File: src/rtl/morse_stream_decoder.sv
// Morse receiver: times key marks into dots/dashes, detects character and word gaps,
// and decodes to ASCII through a one-entry valid/ready register. MORSE_DIGITS_EN adds 0-9 decode.
module morse_stream_decoder #(
  parameter int UNIT_CYCLES = 4,
  parameter int MAX_ELEMS   = 5,
  parameter int CNT_W       = 16
) (
  input  logic       clk,
  input  logic       rst,
  input  logic       key_in,
  output logic [7:0] char_data,
  output logic       char_valid,
  input  logic       char_ready,
  output logic       char_drop
);
  localparam int SEQ_W = (MAX_ELEMS > 5) ? MAX_ELEMS : 5;
  localparam int LEN_W = $clog2(MAX_ELEMS + 1);
  localparam logic [CNT_W-1:0] DASH_TH = CNT_W'(2 * UNIT_CYCLES);
  localparam logic [CNT_W-1:0] CHAR_TH = CNT_W'(3 * UNIT_CYCLES);
  localparam logic [CNT_W-1:0] WORD_TH = CNT_W'(7 * UNIT_CYCLES);
  localparam logic [CNT_W-1:0] CNT_MAX = '1;
  localparam logic [LEN_W-1:0] LEN_MAX = LEN_W'(MAX_ELEMS);

  localparam logic [1:0] S_IDLE = 2'd0;
  localparam logic [1:0] S_MARK = 2'd1;
  localparam logic [1:0] S_GAP  = 2'd2;

  logic [1:0]       state_q, state_d;
  logic [CNT_W-1:0] mcnt_q, mcnt_d, gcnt_q, gcnt_d;
  logic [CNT_W-1:0] mcnt_inc, gcnt_inc;
  logic [SEQ_W-1:0] seq_q, seq_d;
  logic [LEN_W-1:0] len_q, len_d;
  logic             ovf_q, ovf_d;
  logic             word_pend_q, word_pend_d;
  logic [7:0]       char_data_q, char_data_d;
  logic             char_valid_q, char_valid_d;
  logic             char_drop_q, char_drop_d;
  logic             item_vld;
  logic [7:0]       item_data;
  logic [7:0]       dec_char;

  // Sequence decode; bits above len are always zero so full-width compares are exact
  always_comb begin
    dec_char = 8'h3F;
    if (!ovf_q) begin
      case (len_q)
        LEN_W'(1): case (seq_q)
          SEQ_W'(1'b0): dec_char = 8'h45;
          SEQ_W'(1'b1): dec_char = 8'h54;
          default: ;
        endcase
        LEN_W'(2): case (seq_q)
          SEQ_W'(2'b00): dec_char = 8'h49;
          SEQ_W'(2'b01): dec_char = 8'h41;
          SEQ_W'(2'b10): dec_char = 8'h4E;
          SEQ_W'(2'b11): dec_char = 8'h4D;
          default: ;
        endcase
        LEN_W'(3): case (seq_q)
          SEQ_W'(3'b000): dec_char = 8'h53;
          SEQ_W'(3'b001): dec_char = 8'h55;
          SEQ_W'(3'b010): dec_char = 8'h52;
          SEQ_W'(3'b011): dec_char = 8'h57;
          SEQ_W'(3'b100): dec_char = 8'h44;
          SEQ_W'(3'b101): dec_char = 8'h4B;
          SEQ_W'(3'b110): dec_char = 8'h47;
          SEQ_W'(3'b111): dec_char = 8'h4F;
          default: ;
        endcase
        LEN_W'(4): case (seq_q)
          SEQ_W'(4'b0000): dec_char = 8'h48;
          SEQ_W'(4'b0001): dec_char = 8'h56;
          SEQ_W'(4'b0010): dec_char = 8'h46;
          SEQ_W'(4'b0100): dec_char = 8'h4C;
          SEQ_W'(4'b0110): dec_char = 8'h50;
          SEQ_W'(4'b0111): dec_char = 8'h4A;
          SEQ_W'(4'b1000): dec_char = 8'h42;
          SEQ_W'(4'b1001): dec_char = 8'h58;
          SEQ_W'(4'b1010): dec_char = 8'h43;
          SEQ_W'(4'b1011): dec_char = 8'h59;
          SEQ_W'(4'b1100): dec_char = 8'h5A;
          SEQ_W'(4'b1101): dec_char = 8'h51;
          default: ;
        endcase
`ifdef MORSE_DIGITS_EN
        LEN_W'(5): case (seq_q)
          SEQ_W'(5'b11111): dec_char = 8'h30;
          SEQ_W'(5'b01111): dec_char = 8'h31;
          SEQ_W'(5'b00111): dec_char = 8'h32;
          SEQ_W'(5'b00011): dec_char = 8'h33;
          SEQ_W'(5'b00001): dec_char = 8'h34;
          SEQ_W'(5'b00000): dec_char = 8'h35;
          SEQ_W'(5'b10000): dec_char = 8'h36;
          SEQ_W'(5'b11000): dec_char = 8'h37;
          SEQ_W'(5'b11100): dec_char = 8'h38;
          SEQ_W'(5'b11110): dec_char = 8'h39;
          default: ;
        endcase
`endif
        default: ;
      endcase
    end
  end

  assign mcnt_inc = (mcnt_q == CNT_MAX) ? mcnt_q : mcnt_q + 1'b1;
  assign gcnt_inc = (gcnt_q == CNT_MAX) ? gcnt_q : gcnt_q + 1'b1;

  // Thresholds compare the count including the current low cycle, so the item
  // is registered on the edge that closes the Nth low cycle.
  always_comb begin
    state_d     = state_q;
    mcnt_d      = mcnt_q;
    gcnt_d      = gcnt_q;
    seq_d       = seq_q;
    len_d       = len_q;
    ovf_d       = ovf_q;
    word_pend_d = word_pend_q;
    item_vld    = 1'b0;
    item_data   = 8'h00;
    case (state_q)
      S_IDLE: if (key_in) begin
        state_d = S_MARK;
        mcnt_d  = CNT_W'(1);
      end
      S_MARK: if (key_in) begin
        mcnt_d = mcnt_inc;
      end else begin
        state_d = S_GAP;
        gcnt_d  = CNT_W'(1);
        if (len_q < LEN_MAX) begin
          seq_d = {seq_q[SEQ_W-2:0], (mcnt_q >= DASH_TH)};
          len_d = len_q + 1'b1;
        end else begin
          ovf_d = 1'b1;
        end
      end
      S_GAP: if (key_in) begin
        state_d     = S_MARK;
        mcnt_d      = CNT_W'(1);
        word_pend_d = 1'b0;
      end else begin
        gcnt_d = gcnt_inc;
        if (gcnt_inc == CHAR_TH && len_q != '0) begin
          item_vld    = 1'b1;
          item_data   = dec_char;
          seq_d       = '0;
          len_d       = '0;
          ovf_d       = 1'b0;
          word_pend_d = 1'b1;
        end else if (gcnt_inc == WORD_TH && word_pend_q) begin
          item_vld    = 1'b1;
          item_data   = 8'h20;
          word_pend_d = 1'b0;
          state_d     = S_IDLE;
        end else if (len_q == '0 && !word_pend_q) begin
          state_d = S_IDLE;
        end
      end
      default: state_d = S_IDLE;
    endcase
  end

  always_comb begin
    char_data_d  = char_data_q;
    char_valid_d = char_valid_q;
    char_drop_d  = char_drop_q;
    if (item_vld) begin
      if (!char_valid_q || char_ready) begin
        char_data_d  = item_data;
        char_valid_d = 1'b1;
      end else begin
        char_drop_d = 1'b1;
      end
    end else if (char_valid_q && char_ready) begin
      char_valid_d = 1'b0;
    end
  end

  always_ff @(posedge clk) begin
    if (rst) begin
      state_q      <= S_IDLE;
      mcnt_q       <= '0;
      gcnt_q       <= '0;
      seq_q        <= '0;
      len_q        <= '0;
      ovf_q        <= 1'b0;
      word_pend_q  <= 1'b0;
      char_data_q  <= 8'h00;
      char_valid_q <= 1'b0;
      char_drop_q  <= 1'b0;
    end else begin
      state_q      <= state_d;
      mcnt_q       <= mcnt_d;
      gcnt_q       <= gcnt_d;
      seq_q        <= seq_d;
      len_q        <= len_d;
      ovf_q        <= ovf_d;
      word_pend_q  <= word_pend_d;
      char_data_q  <= char_data_d;
      char_valid_q <= char_valid_d;
      char_drop_q  <= char_drop_d;
    end
  end

  assign char_data  = char_data_q;
  assign char_valid = char_valid_q;
  assign char_drop  = char_drop_q;
endmodule
File: config.mk
export PLATFORM = sky130hd
export DESIGN_NAME = morse_stream_decoder
export DESIGN_NICKNAME = d
export VERILOG_FILES = /design/src/rtl/morse_stream_decoder.sv
export SDC_FILE = /design/constraint.sdc
export NUM_CORES = 1
export LEC_CHECK = 0
export BUFFER_PORTS_ARGS = -buffer_cell sky130_fd_sc_hd__buf_4
export CAP_MARGIN = 20
export CELL_PAD_IN_SITES_DETAIL_PLACEMENT = 1
export CELL_PAD_IN_SITES_GLOBAL_PLACEMENT = 1
export CORE_AREA = 2 2 87 89
export CTS_BUF_LIST = sky130_fd_sc_hd__clkbuf_4 sky130_fd_sc_hd__clkbuf_8
export DETAILED_ROUTE_END_ITERATION = 10
export DIE_AREA = 0 0 89 91
export PLACE_DENSITY_LB_ADDON = 0.1
export SYNTH_ARGS = -nofsm -noshare
export SYNTH_HDL_FRONTEND = slang
export SYNTH_SLANG_ARGS = --single-unit
File: constraint.sdc
create_clock -name clk -period 7 [get_ports clk]
set_input_delay 0.35 -clock clk [delete_from_list [all_inputs] [get_ports clk]]
set_output_delay 0.35 -clock clk [all_outputs]
set_load 0.05 [all_outputs]
Word level (Yosys, flattened, before mapping)
Index checks and enable logic that the tools add are counted.
W data, S select, Z words.

word-level totals
  bits in registers = 54
  latch bits = 0
  memory bits (writable) = 0
  bits in read-only memories = 0
  input bits = 4
  output and inout bits = 10
  word-level logic and storage cells = 126
  memories = 0

operators by class
  add/sub/neg operators = 3
  $mul = 0
  divide/modulo/power cells = 0
  order comparisons = 2
  equal/unequal tests = 35
  shifts and indexed selects = 0
  mux-type cells = 50
  bitwise logic cells = 1
  reductions and logical operators = 25

operator list
  cell                     count
  $mux W16                 6
  $pmux W7 S12             1
  $pmux W16 S2             2
  $pmux W7 S4              2
  $pmux W7 S8              1
  $add A16 B1 Y16 const B  2
  $eq A16 B16 Y1 const B   2
  $eq A5 B4 Y1 const B     6
  $mux W8                  3
  $eq A5 B3 Y1 const B     4
  $mux W5                  4
  $eq A16 B4 Y1 const B    1
  $eq A16 B5 Y1 const B    1
  $ge A16 B4 Y1 const B    1
  $ne A2 B2 Y1 const B     8
  $mux W1                  14
  $pmux W7 S2              1
  $mux W2                  6
  $mux W3                  4
  $eq A5 B2 Y1 const B     2
  $pmux W5 S2              1
  $reduce_and A5 Y1        2
  $reduce_and A2 Y1        4
  $reduce_and A4 Y1        2
  27 further kinds         36

Logic depth before layout (Yosys ltp)
Gate-level depths: netlist (run 1).

  depth after elaboration = 10
  mapped depth = 12
  mapped depth without buffers = 9

Worst setup path after synthesis (run 1)
OpenSTA, ideal clock, no wires.

  path type = register -> register
  start point = register gcnt_q[0]
  end point = register seq_q[0]
  library setup time = 0.132 ns
  data arrival time = 2.426 ns
  required time = 6.868 ns
  path slack = 4.442 ns
  cell stages (with the launch flop) = 12
  path buffers = 3
  period minus slack after synthesis = 2.558 ns
  path through = dfxtp_1 ha_1 buf_2 nand2_1 nor4_1 a2111oi_0 nor4_2 nand4_1 buf_4 buf_6 o211ai_1 a21oi_1

on the way
  word-level cells in the longest chain between the ends = 6
  elaborated cells between the ends (all ways) = 7
  those cells by class = add/sub (1); eq/ne (3); mux (1); reduce/logical (2)

RTL lines
  item                                                      RTL line  RTL
  from (decl)                                               29        logic [CNT_W-1:0] mcnt_q, mcnt_d, gcnt_q, gcnt_d;
  from (signal assigned)                                    194       gcnt_q <= gcnt_d;
  $add A16 B1 Y16 / $eq A16 B16 Y1 (equally long branches)  106       assign gcnt_inc = (gcnt_q == CNT_MAX) ? gcnt_q : gcnt_q + 1'b1;
  $mux W16 (*)                                              106
  $eq A16 B4 Y1 (*)                                         143       if (gcnt_inc == CHAR_TH && len_q != '0) begin
  $logic_and A1 B1 Y1 (*)                                   143
  $ne A2 B2 Y1 (no line) (*)                                n/a
  $reduce_and A5 Y1 (no line) (*)                           n/a
  to (signal assigned)                                      195       seq_q <= seq_d;
  to (decl)                                                 31        logic [SEQ_W-1:0] seq_q, seq_d;

Mark *: on every way between the ends. The rest lies on a longest branch, timed or not.
A chain may end at the register's enable or synchronous reset.

Worst setup path after layout (run 1)
  start point = register gcnt_q[0]
  end point = register char_data_q[4] (netlist: char_data[4])

on the way
  word-level cells in the longest chain between the ends = 9
  elaborated cells between the ends (all ways) = 15
  those cells by class = add/sub (1); eq/ne (3); mux (8); reduce/logical (3)

RTL lines
  item                                                      RTL line  RTL
  $add A16 B1 Y16 / $eq A16 B16 Y1 (equally long branches)  106
  $mux W16 (*)                                              106
  $eq A16 B5 Y1                                             150       end else if (gcnt_inc == WORD_TH && word_pend_q) begin
  $logic_and A1 B1 Y1                                       150
  $mux W1                                                   150
  $mux W1                                                   143
  $mux W1                                                   137       S_GAP: if (key_in) begin
  $mux W1                                                   120       case (state_q)
  $reduce_and A2 Y1 (no line)                               n/a
  to (signal assigned)                                      199       char_data_q <= char_data_d;
  to (decl)                                                 35        logic [7:0] char_data_q, char_data_d;

Marked as above.

==> key figures, run 1 <==
Routing
  – Router iterations before antenna repair: 4
  – DR WL/cell: around 18 um
  – Antenna viol nets, final: 0
  – # DRC: 0
  – Initial DRC Count: approximately 170
  – Final wirelength: a little under 10000 um
  – Via density: roughly 6.3
  – Via count: between 3k and 4k

Synthesis
  – Yosys reg bits: 53
  – Post-synth EDFFs: 0
  – Synth Cell Area: between 3000 and 4000 sq um
  – Yosys top cell area share: between 30% and 40%
  – Sequential fraction of the synthesis area: between 30% and 40%
  – Yosys top cell by area: dfxtp_1
  – Most used DFF post-synth: dfxtp_1
  – Post-Syn Area per Cell: approximately 7.4 sq um
  – Yosys warnings: 0
  – Cells after synthesis: 476
  – Post-synthesis async set-or-reset flop share: 0%
  – Commonest cells post-synth: nor2_1, dfxtp_1, a21oi_1
  – Synth top area cells: dfxtp_1, nor2_1, a21oi_1
  – Most frequent cell after synthesis: nor2_1
  – Post-synth net total: 488
  – Distinct cells, synth: between 60 and 70

STA
  – Setup violators final: 0
  – Min Tclk post-route: 4240 ps
  – Slew @ Worst Pin: about 1000 ps
  – Final-report hold violation count: 0
  – Ratio of final minimum period to clock period: around three fifths
  – Setup Skew: roughly 14 ps
  – Hold WS: 296 ps
  – RSZ-0062 raised after global routing: false
  – Post-route setup TNS: 0 ps
  – Slew HR: between 20 and 30%
  – Max Slew Vio Count: 0
  – Fmax: about 240 MHz

Run
  – Max-Cap Viols: 0

CTS
  – H-Tree Depth: 2
  – Total CTS buffers: 5
  – Root Driver: clkbuf_8
  – Clock Pin Slew Worst Setup and Hold Paths: ~100 ps
  – Setup Buffers After CTS: 0
  – Sink Count: 53
  – Hold-fix buffers, CTS: 0
  – CTS resizes: 0
  – Clk Latency, worst-skew pair: 320 ps
  – Clock buffer depth: 2
  – CTS tree: done

Place
  – Post-DP HPWL: roughly 7100 um
  – # port buffers: 12
  – Number of instances in the placed design: between 500 and 600
  – Placed standard-cell area: around 3600 sq um
  – Global placement routability congestion: between 0.8 and 0.9

Floorplanning
  – Die Width: 89 um
  – Die Y: between 90 and 100 um
  – Number of cell rows: 31
  – Starting Density: roughly half
  – Placeable Area: 7140 sq um
  – DIE AREA: 8100 sq um
  – IO Pins: 14

Final layout
  – Nets: roughly 470
  – Area Growth Syn to Fin: 4.75%
  – N_diodes: 0
  – Finished Layout Cells: approximately 560
  – Layout cell share with drive strength beyond 1: 7.42%
  – Final Cell Area: ~3700 sq um

Power
  – Worst vdd ir: between 80 and 90 uV
  – Power Density: 156 nW/um^2
  – Lkg Pwr: around 0.0012 uW

Setup path
  – CP max-delay cell: nor4_2
  – Path depth of the worst reg2reg path: 8
  – CP max stage delay: between 800 and 900 ps
  – Crit Path Class: flip-flop to flip-flop
  – Worst Path Required: slightly above 7000 ps
  – CP Capture Type: flip-flop
  – Crit path max fanout: 22
  – CP cell instances: ha_1 > nand4_1 > nor4_2 > mux2i_1 > nor4_2 > nand4_1 > or3_4 > o21ai_1
  – Critical Path AT: between 4000 and 5000 ps
  – CP startpoint kind: flip-flop

Worst hold path
  – Hold Crit Depth: 2
  – HP Class: input port to flip-flop

Global routing
  – Largest net degree at the start of global routing: 32
  – Grt ovf: 0
  – Total GRT Usage: 25.2%
  – First-pass GRT wire length: around 17000 um
  – Vias in the first global route: 3427
  – Antenna violations before repair: 0

Status
  – Status: finished clean
-- cell families after synthesis --
group | Yosys count | synth area share [%]
and+or+nand+nor | 195 | 28.6
AOI/OAI and AO/OA | 145 | 26.6
buffers and inverters | 54 | 6.59
DFF | 53 | 30.0
xor gates and xnor gates | 14 | 3.47
adders and majority gates | 9 | 3.12
muxes | 5 | 1.49
other | 1 | 0.106
-- layout by cell type (no fill, tap or decap), types with 3 or more instances in the layout --
cell / count
o21ai_1: 11
xnor2_1: 7
o211ai_1: 9
nand3_1: 14
mux2i_1: 3
dfxtp_1: 53
o21ai_0: 29
a22oi_1: 8
a211oi_1: 5
a311oi_1: 8
and3_1: 5
and2_1: 4
nor2b_1: 7
inv_1: 14
or3_1: 12
a31oi_1: 4
nand4_1: 10
or2_2: 3
o21a_1: 4
nor4_1: 10
ha_1: 8
a21o_1: 5
buf_4: 14
nor2_1: 63
nand2b_1: 8
a21oi_1: 34
nor3_1: 13
xor2_1: 7
clkbuf_8: 5
o311ai_1: 6
nand2_1: 32
-- report_power, final --
part           total [uW]  switching (uW)  internal, uW
sequential            308            4.26           304
combinational        44.8            30.7          14.1
clock                 223             114           110
total                 576             148           428
-- critical path: cells and delay by family (launching register included) --
kind            cells  cell delay [ps]
simple gates        5             2880
compound gates      1              170
flops               1              470
fa+ha+maj           1              400
mux                 1              210
-- registers in the layout (all words and copies together), names as in the netlist --
| signal | cells |
|---|---|
| char_drop | 1 |
| state_q | 2 |
| len_q | 3 |
| seq_q | 5 |
| ovf_q | 1 |
| gcnt_q | 16 |
| char_valid | 1 |
| word_pend_q | 1 |
| mcnt_q | 16 |
| char_data | 7 |
-- metal layers --
| metal | vias up | GRT usage (%) | share of wire [%] |
|---|---|---|---|
| met1 | 1709 | 35.1 | 47 |
| met5 | - | 0 | 0 |
| met2 | 75 | 41.4 | 48 |
| li1 | 1704 | - | - |
| met4 | 0 | 5.47 | 1.1 |
| met3 | 14 | 3.36 | 4.3 |
-- through the flow --
step                      util, %  power, uW  worst slack (ps)
after global placement       50.2        358              3200
final                        51.9        576              2760
after global routing         51.9        602              2560
after CTS                    51.9        583              2840
after detailed placement     50.2        360              2980
after floorplan                 -        348              4440
-- worst paths after layout --
check,startpoint,endpoint,slack (ps)
setup / recovery,gcnt_q[0]$_SDFFE_PP0P_,char_data[4]$_SDFFE_PP0P_,2760
hold / removal,key_in,state_q[1]$_SDFFE_PP0P_,300
setup reg to reg,gcnt_q[0]$_SDFFE_PP0P_,char_data[4]$_SDFFE_PP0P_,2760
hold reg to reg,char_data[5]$_SDFFE_PP0P_,char_data[5]$_SDFFE_PP0P_,480
-- layout make-up --
type	count	area, sq um
Clock inverter	3	50.0
Fill cell	956	3440
Inverter	14	52.6
Tap cell	99	124
Sequential cell	53	1060
Timing Repair Buffer	14	105
Multi-Input combinational cell	369	2240
Clock buffer	5	68.8
Note: power is estimated with default switching activity, not from simulation.
==> run 2: changes to the inputs <==
- CORE_AREA: 2 2 87 89 -> 2 2 89 91
- DIE_AREA: 0 0 89 91 -> 0 0 91 93
- clock period: 7 -> 4.39 ns (I/O delays scaled with it)
==> key figures, run 2 (synthesized netlist as in run 1, its figures left out) <==
Status
  – Status: finished clean

CTS
  – Clock buffer depth: 2 (unchanged)
  – H-Tree Depth: 2 (unchanged)
  – CTS tree: done
  – Hold-fix buffers, CTS: 0 (unchanged)
  – Setup Buffers After CTS: 0 (unchanged)
  – Root Driver: clkbuf_8
  – Sink Count: 53 (unchanged)
  – CTS resizes: 0 (unchanged)
  – Total CTS buffers: 5 (unchanged)
  – Clk Latency, worst-skew pair: 320 ps (about the same)
  – Clock Pin Slew Worst Setup and Hold Paths: 110 ps (about the same)

Routing
  – Antenna viol nets, final: 0 (unchanged)
  – Via count: 3462 (-1.1%)
  – Router iterations before antenna repair: 4 (unchanged)
  – DR WL/cell: 17.4 um (-1.5%)
  – # DRC: 0 (unchanged)
  – Initial DRC Count: 192 (+11%)
  – Via density: 6.16 (-2.0%)
  – Final wirelength: 9800 um (-0.58%)

Final layout
  – Area Growth Syn to Fin: 4.60%
  – Nets: 471 (+0.43%)
  – Most frequent cells in the layout: nor2_1, dfxtp_1, a21oi_1, nand2_1, o21ai_0
  – Multi-input logic area: 2240 sq um (unchanged)
  – Final Cell Area: 3700 sq um (-0.14%)
  – Commonest non-fill, non-tap cell in the layout: nor2_1
  – Layout cell share with drive strength beyond 1: 7.83% (+0.40 points)
  – N_diodes: 0 (unchanged)
  – Register Area: 1060 sq um (unchanged)
  – Finished Layout Cells: 562 (+0.90%)
  – Fillcell total: 1016 (+6.3%)

Setup path
  – Path depth of the worst reg2reg path: 9 (+1)
  – R2R setup slack: 490 ps (-2270 ps)
  – Reg2reg start: gcnt_q[0]$_SDFFE_PP0P_
  – CP startpoint kind: flip-flop
  – CP cell instances: ha_1 > nand4_1 > nor4_2 > mux2i_1 > nor4_2 > nand4_1 > buf_4 > o311ai_1 > o21ai_1
  – Critical Path AT: 4100 ps (-370 ps)
  – Crit path max fanout: 16 (-27%)
  – Crit Path Class: flip-flop to flip-flop
  – End of the worst register-to-register path: char_data[3]$_SDFFE_PP0P_
  – CP max stage delay: 770 ps (-40 ps)
  – CP max-delay cell: nor4_2
  – CP Capture Type: flip-flop
  – Worst Path Required: 4600 ps (-2640 ps)

Global routing
  – Total GRT Usage: 24.0% (-1.2 points)
  – Antenna violations before repair: 0 (unchanged)
  – Vias in the first global route: 3357 (-2.0%)
  – Largest net degree at the start of global routing: 32 (unchanged)
  – Grt ovf: 0 (unchanged)
  – First-pass GRT wire length: 16700 um (+0.29%)

Place
  – Global placement routability congestion: 0.897 (+1.5%)
  – Post-DP HPWL: 7020 um (-0.61%)
  – Number of instances in the placed design: 554 (+0.91%)
  – DP Worst Slack: 594 ps (-2390 ps)
  – Placed standard-cell area: 3600 sq um (+0.52%)
  – # port buffers: 12 (unchanged)

STA
  – Max Slew Vio Count: 0 (unchanged)
  – Ratio of final minimum period to clock period: 88.8% (+28 points)
  – Min Tclk post-route: 3900 ps (-338 ps)
  – RSZ-0062 raised after global routing: false
  – Slew @ Worst Pin: 978 ps (-64.1 ps)
  – Hold WS: 162 ps (-134 ps)
  – Slew HR: 34.2% (+4.3 points)
  – Post-route setup TNS: 0 ps (unchanged)
  – PnR worst setup slack: 493 ps (-2270 ps)
  – Setup violators final: 0 (unchanged)
  – Setup Skew: 8.54 ps (-5.22 ps)
  – Final-report hold violation count: 0 (unchanged)
  – Fmax: 257 MHz (+8.7%)

Power
  – Worst vdd ir: 118 uV (+44%)
  – Lkg Pwr: 0.00115 uW (-0.28%)
  – Power Density: 234 nW/um^2 (+50%)

Floorplanning
  – Starting Density: 46.9% (-2.6 points)
  – Number of cell rows: 32 (+3.2%)
  – IO Pins: 14 (unchanged)
  – Placeable Area: 7530 sq um (+5.5%)
  – DIE AREA: 8460 sq um (+4.5%)
  – Die Width: 91 um (+2.2%)
  – Die Y: 93 um (+2.2%)

Worst hold path
  – Hold Crit Depth: 2 (unchanged)
  – Hold EP: state_q[1]$_SDFFE_PP0P_
  – Hold path start: key_in
  – HP Class: input port to flip-flop

Run
  – Max-Cap Viols: 0 (unchanged)
-- run 2: worst max-delay path: cells and delay by family, from the launching register on --
family | cells | cell delay, ps
simple gates | 4 | 1890
compound gates | 2 | 390
mux | 1 | 240
fa+ha+maj | 1 | 420
flops | 1 | 450
buf+inv | 1 | 400
-- run 2: where the power goes --
group,internal [uW],switching (uW),total [uW]
Clock,117,186,303
Combinational,22.5,49.1,71.6
Sequential,485,6.48,491
Total,624,241,866
-- run 2: area by class of cell --
type | instances | area share [%]
clock buffers | 5 | 1.86
well taps | 102 | 3.45
clock inverters | 3 | 0.711
repair buffers | 16 | 3.25
flip-flops and latches | 53 | 28.7
multi-input cells | 369 | 60.6
inverters | 14 | 1.42
-- run 2: per-stage QoR --
| step | utilization, % | power (uW) |
|---|---|---|
| after global routing | 49.1 | 901 |
| after CTS | 49.1 | 876 |
| after detailed placement | 47.8 | 574 |
| final | 49.1 | 866 |
| after global placement | 47.8 | 571 |
| after floorplan | - | 555 |
-- run 2: how the worst max path moves through the flow --
stage | start | endpoint | slack [ps] | depth (start not counted)
6_report | gcnt_q[0]$_SDFFE_PP0P_ | char_data[3]$_SDFFE_PP0P_ | 490 | 9
5_1_grt | gcnt_q[0]$_SDFFE_PP0P_ | char_data[4]$_SDFFE_PP0P_ | 160 | 9
4_1_cts | gcnt_q[0]$_SDFFE_PP0P_ | char_data[4]$_SDFFE_PP0P_ | 520 | 9
3_5_place_dp | gcnt_q[0]$_SDFFE_PP0P_ | char_data[3]$_SDFFE_PP0P_ | 590 | 9
3_3_place_gp | gcnt_q[0]$_SDFFE_PP0P_ | char_data[0]$_SDFFE_PP0P_ | 770 | 9
2_1_floorplan | gcnt_q[0]$_SDFFE_PP0P_ | seq_q[0]$_SDFFE_PP0P_ | 1830 | 11
-- run 2: layer usage --
layer,GRT usage [%],wire length [um],vias up
met5,0,0,-
met4,6.94,119,0
met3,2.42,355,7
met2,39.6,4520,58
met1,33.5,4810,1688
li1,-,-,1709
